--- src/rtl/alu_pkg.sv ---
// Shared types and constants for the result serial reader: FSM state encoding and parity-sense values.
package alu_pkg;

  typedef enum logic [1:0] {
    IDLE,
    SHIFT,
    PARITY
  } ser_state_t;

  localparam int PAR_EVEN = 0;
  localparam int PAR_ODD  = 1;

endpackage

--- src/rtl/result_serial_reader_parity_gen.sv ---
// Combinational XOR-reduction parity of one word; instantiated only when RESULT_SERIAL_PARITY_EN is defined.
module parity_gen #(
  parameter int WIDTH = 8
) (
  input  logic [WIDTH-1:0] data,
  output logic             parity
);

  assign parity = ^data;

endmodule

--- src/rtl/result_serial_reader.sv ---
// Serialises a captured result word one bit per valid/ready beat, framing the stream with ser_last.
// Optional trailing parity beat is enabled by defining RESULT_SERIAL_PARITY_EN.
module result_serial_reader
  import alu_pkg::*;
#(
  parameter int WIDTH     = 8,
  parameter int MSB_FIRST = 1,
  parameter int ODD_PAR   = PAR_EVEN
) (
  input  logic             clk,
  input  logic             reset,
  input  logic             load_valid,
  output logic             load_ready,
  input  logic [WIDTH-1:0] load_data,
  output logic             ser_valid,
  input  logic             ser_ready,
  output logic             ser_bit,
  output logic             ser_last,
  output logic             busy
);

  localparam int CW = (WIDTH > 1) ? $clog2(WIDTH) : 1;
  localparam logic [CW-1:0] LAST_IDX = CW'(WIDTH - 1);

`ifdef RESULT_SERIAL_PARITY_EN
  localparam bit HAS_PARITY = 1'b1;
`else
  localparam bit HAS_PARITY = 1'b0;
`endif

  ser_state_t       state;
  logic [WIDTH-1:0] shreg;
  logic [CW-1:0]    count;
  logic [WIDTH-1:0] rot_word;
  logic             beat_accept;
  logic             par_bit;

  // Bit that goes on the wire first for a given word orientation.
  function automatic logic head_bit(input logic [WIDTH-1:0] w);
    return (MSB_FIRST != 0) ? w[WIDTH-1] : w[0];
  endfunction

  // Rotating (not shifting) leaves the captured word intact after a full frame.
  always_comb begin
    rot_word = shreg;
    if (MSB_FIRST != 0) rot_word = {shreg[WIDTH-2:0], shreg[WIDTH-1]};
    else                rot_word = {shreg[0], shreg[WIDTH-1:1]};
  end

  assign beat_accept = ser_valid & ser_ready;
  assign load_ready  = (state == IDLE) & ~reset;

`ifdef RESULT_SERIAL_PARITY_EN
  logic word_par;

  parity_gen #(.WIDTH(WIDTH)) u_parity_gen (
    .data   (shreg),
    .parity (word_par)
  );

  assign par_bit = word_par ^ (ODD_PAR == PAR_ODD);
`else
  logic unused_odd_par;
  assign unused_odd_par = (ODD_PAR == PAR_ODD);
  assign par_bit        = 1'b0;
`endif

  // NOTE: every register here uses <= so all updates see pre-edge values regardless of statement order.
  always_ff @(posedge clk) begin
    if (reset) begin
      state     <= IDLE;
      shreg     <= '0;
      count     <= '0;
      ser_valid <= 1'b0;
      ser_bit   <= 1'b0;
      ser_last  <= 1'b0;
      busy      <= 1'b0;
    end else begin
      case (state)
        IDLE: begin
          if (load_valid && load_ready) begin
            shreg     <= load_data;
            count     <= '0;
            state     <= SHIFT;
            ser_valid <= 1'b1;
            ser_bit   <= head_bit(load_data);
            ser_last  <= 1'b0;
            busy      <= 1'b1;
          end
        end

        SHIFT: begin
          if (beat_accept) begin
            shreg <= rot_word;
            if (count == LAST_IDX) begin
              if (HAS_PARITY) begin
                state    <= PARITY;
                ser_bit  <= par_bit;
                ser_last <= 1'b1;
              end else begin
                state     <= IDLE;
                ser_valid <= 1'b0;
                ser_bit   <= 1'b0;
                ser_last  <= 1'b0;
                busy      <= 1'b0;
              end
            end else begin
              count    <= count + 1'b1;
              ser_bit  <= head_bit(rot_word);
              ser_last <= !HAS_PARITY && (count == LAST_IDX - 1'b1);
            end
          end
        end

        PARITY: begin
          if (beat_accept) begin
            state     <= IDLE;
            ser_valid <= 1'b0;
            ser_bit   <= 1'b0;
            ser_last  <= 1'b0;
            busy      <= 1'b0;
          end
        end

        default: begin
          state     <= IDLE;
          ser_valid <= 1'b0;
          ser_last  <= 1'b0;
          busy      <= 1'b0;
        end
      endcase
    end
  end

endmodule

--- config.mk ---
export PLATFORM = sky130hd
export DESIGN_NAME = result_serial_reader
export DESIGN_NICKNAME = d
export VERILOG_FILES = /design/src/rtl/alu_pkg.sv /design/src/rtl/result_serial_reader_parity_gen.sv /design/src/rtl/result_serial_reader.sv
export SDC_FILE = /design/constraint.sdc
export NUM_CORES = 1
export LEC_CHECK = 0
export ABC_AREA = 1
export ABC_CLOCK_PERIOD_IN_PS = 2770
export BUFFER_PORTS_ARGS = -buffer_cell sky130_fd_sc_hd__buf_4
export CAP_MARGIN = 30
export CORE_UTILIZATION = 45
export CTS_CLUSTER_SIZE = 40
export DETAILED_ROUTE_END_ITERATION = 6
export GPL_TIMING_DRIVEN = 0
export PLACE_DENSITY = 0.66
export SETUP_SLACK_MARGIN = 0.3
export SLEW_MARGIN = 20
export SYNTH_ARGS = -nofsm -noshare
export SYNTH_HDL_FRONTEND = slang
export SYNTH_SLANG_ARGS = --single-unit
--- constraint.sdc ---
create_clock -name clk -period 2.77 [get_ports clk]
set_clock_uncertainty 0.05 [all_clocks]
set_input_delay 0.277 -clock clk [delete_from_list [all_inputs] [get_ports clk]]
set_output_delay 0.277 -clock clk [all_outputs]
set_load 0.1 [all_outputs]
* Word-level counts from Yosys, hierarchy flattened
Cells that the tools add are included.
Storage, ports and cells: register bits 16, word-level logic and storage cells 53
Operators by class: $add $sub $neg 1, eq/ne operators 9, muxes and demuxes 25, bitwise logic cells 3, reductions and logical operators 9
Operator list (count):
- two-way mux 8 bit | 2
- case mux 8 bit (2 select lines) | 1
- AND reduction 4 bit | 3
- two-way mux 1 bit | 10
- two-way mux 3 bit | 3
- case mux 1 bit (3 select lines) | 3
- two-way mux 2 bit | 4
- != test 2 bit (second input constant) | 4
- equality test 3 bit (second input constant) | 2
- case mux 2 bit (3 select lines) | 1
- case mux 3 bit (2 select lines) | 1
- AND reduction 3 bit | 2
- adder 3 x 1 -> 3 bit (second input constant) | 1
- nonzero test 3 bit | 1
- AND 1 bit | 2
- equality test 2 x 1 -> 1 bit (second input constant) | 1
- equality test 2 bit (second input constant) | 1
- zero test 2 bit | 1
- != test 2 x 1 -> 1 bit (second input constant) | 1
- nonzero test 2 bit | 1
- logical AND 1 bit | 1
- NOT 1 bit | 1

* Depth between registers and ports, before layout
depth after elaboration 5, mapped depth 7

* Least setup slack after synthesis
Ideal clock, no wire load.
path kind register to register, start point register, netlist name busy, end point register shreg[0], arrival time 1.928 ns, required time 2.605 ns, path slack 0.677 ns, cell stages (with the launch flop) 7, buffers on the path 1, cells stage by stage dfxtp_1 nor2_4 nand2_4 buf_8 nand3_2 nand2_1 nor2_1
RTL lines:
- end signal: assignment | line result_serial_reader.sv:82 | shreg <= load_data;
- end signal: assignment | line result_serial_reader.sv:94 | shreg <= rot_word;
- end: declaration | line result_serial_reader.sv:32 | logic [WIDTH-1:0] shreg;

==> impl_metrics.py <==
metrics = {
    "outcome": {
        "status": "completed",
    },
    "synth": {
        "syn_inst": 125,
        "yosys-top-cells-area": "dfxtp_1 (32%), nand2_1 (16%), nand3_2 (13%), a21oi_1 (7.4%), nor2_1 (6.4%)",
        "synth-edff-count": 0,
        "syn_nets": 140,
        "seq_area_frac_synth_pct": 31.9,
        "yosysTopAreaCell": "dfxtp_1",
        "synth_warnings": 0,
        "synth.distinct_cells": 19,
        "synth.avg_cell_area_um2": 7.04,
        "synth_top_area_share_pct": 31.9,
        "synth_commonest_cells": "nand2_1 (38), nor2_1 (15), dfxtp_1 (14), inv_1 (14), a21oi_1 (13)",
        "synthArstFlopShare_pct": 0,
        "yosysMostFrequentCell": "nand2_1",
        "syn_area_um2": 880,
        "synth_top_flop_cell": "dfxtp_1",
        "ys_ff_latch": 14,
    },
    "sta": {
        "drv_slew": 0,
        "post-route-period-util_pct": 57.2,
        "fmax_mhz": 631,
        "hold_ws_ns": 0.145,
        "relSlewSlack_pct": 77.4,
        "rsz0062_at_grt": "no",
        "finalCriticalPeriod_ns": 1.58,
        "finalSetupViolations": 0,
        "worstMarginPinSlew_ns": 0.339,
        "fin_setup_tns_ns": 0,
        "hold_viol": 0,
    },
    "route": {
        "finalWirelength_mm": 1.77,
        "drc": 0,
        "via_per_inst": 4.64,
        "vias": 785,
        "wl_per_cell_um": 10.4,
        "drt-pass1-iter-count": 4,
        "drt_iter0_drc": 21,
        "ant_nets": 0,
    },
    "clock_tree": {
        "cts_hold_buffers": 0,
        "htree_num_levels": 1,
        "numClockSinks": 14,
        "clk_latency_ns": 0.28,
        "cts_setup_buffers": 0,
        "cts_root_buf": "clkbuf_4",
        "cts_max_path_buffers": 2,
        "ctsResizeCount": 0,
        "cts-buffers-inserted": 3,
        "cts_tree": "done",
        "cts.clk_slew.worst_paths_ns": 0.09,
    },
    "floorplan": {
        "die_area_mm2": 0.00214,
        "die_h_um": 46.2,
        "start_util_pct": 49.3,
        "placementRows": 15,
        "pin_count": 17,
        "core_area_mm2": 0.00178,
        "die_x_um": 46.2,
    },
    "cells_and_area": {
        "area_growth_pct": 19.8,
        "fin_area_mm2": 0.00105,
        "regArea_um2": 280,
        "drive_gt1_share_pct": 28.5,
        "diodes": 0,
        "fin_util_pct": 59.1,
        "nNetsFinal": 161,
        "fillers": 164,
        "multi_input_area_um2": 473,
    },
    "pwr": {
        "ir_drop_v": 0.000320,
        "p_leak_nw": 0.559,
        "power.density_mw_per_mm2": 479,
    },
    "global_routing": {
        "grt_pass1_wl_mm": 2.86,
        "grt_overflow": 0,
        "grt_pass1_vias": 643,
        "grt_start_max_net_pins": 11,
        "grt_antenna_before_repair": 0,
        "grt_util_all_layers_pct": 18.8,
    },
    "setup_path": {
        "cp-start-kind": "flop",
        "cp-end-kind": "output pin",
        "startpoint": "busy$_SDFFE_PP0P_",
        "cp_data_required_time_ns": 2.44,
        "r2r_start": "count[1]$_SDFFE_PP0P_",
        "crit_arrival_ns": 1.26,
        "crit_fanout": 7,
        "critical_path_class": "reg2out",
    },
    "worst_hold_path": {
        "hold_path.class": "in2reg",
        "min-delay-start": "reset",
    },
    "placed_design": {
        "gp_congestion": 0.749,
        "place_hpwl_mm": 1.28,
        "place_area_mm2": 0.00103,
        "portBuffers": 16,
    },
    "job": {
        "drv_cap": 0,
    },
}
==> kinds of logic (layout without fill, tap and decap cells) <==
logic type | count (synthesis) | in the layout | synth area share, %
buffers and inverters | 22 | 41 | 14.4
adders and majority gates | 3 | 3 | 4.27
AOI/OAI and AO/OA | 17 | 17 | 9.96
and+or+nand+nor | 69 | 69 | 39.5
DFF | 14 | 14 | 31.9
==> worst paths after layout <==
kind                           endpoint  slack [ns]  cells past startpoint
hold / removal    count[1]$_SDFFE_PP0P_        0.14                      2
setup reg to reg  count[0]$_SDFFE_PP0P_        1.39                      6
setup / recovery              ser_valid        1.19                      2
hold reg to reg   count[1]$_SDFFE_PP0P_        0.45                      2
==> flip-flops by register name (all words and copies together), names as in the netlist <==
name,cells
ser_bit,1
busy,1
ser_last,1
shreg,8
count,3
==> per-layer routing <==
layer	track usage [%]	wire length, µm	share of wire [%]	vias to the layer above
met2	26.8	814	46	16
li1	-	-	-	425
met1	27.7	869	49	342
met5	0	0	0	-
met4	8.82	12	0.68	0
met3	2.35	69	3.9	2
==> cells in the final DEF, fill, tap and decap left out, types with 2 or more instances in the layout <==
| cell type | n |
|---|---|
| buf_4 | 17 |
| buf_6 | 2 |
| dfxtp_1 | 14 |
| inv_1 | 14 |
| buf_8 | 2 |
| nand3_1 | 2 |
| a21oi_1 | 13 |
| ha_1 | 3 |
| clkbuf_4 | 3 |
| buf_2 | 2 |
| nand2_1 | 38 |
| nand3_2 | 11 |
| nor2_1 | 15 |
| o21ai_0 | 2 |
==> power by group <==
part / switching (mW) / leakage, nW / internal (mW)
Clock: 0.0677 / 0.0138 / 0.0504
Combinational: 0.102 / 0.430 / 0.0564
Sequential: 0.0107 / 0.115 / 0.217
==> metrics by stage <==
stage	power [mW]	worst slack, ns	instances
floorplan	0.353	0.677	125
global placement	0.389	1.47	166
detailed placement	0.391	1.45	166
CTS	0.510	1.17	169
global route	0.532	1.13	169
finish	0.504	1.19	169
==> area by class of cell <==
type | count | area share (%)
multi-input combinational | 89 | 44.9
buffer | 7 | 6.65
tap | 25 | 2.97
inverter | 15 | 5.34
timing repair buffer | 16 | 11.4
sequential | 14 | 26.6
clock buffer | 3 | 2.14
==> critical path, cell delays in order (launching register included) <==
cell and delay, ns:
dfxtp_1 0.53, buf_4 0.17, buf_4 0.27
Power figures use the tool's default switching activity.
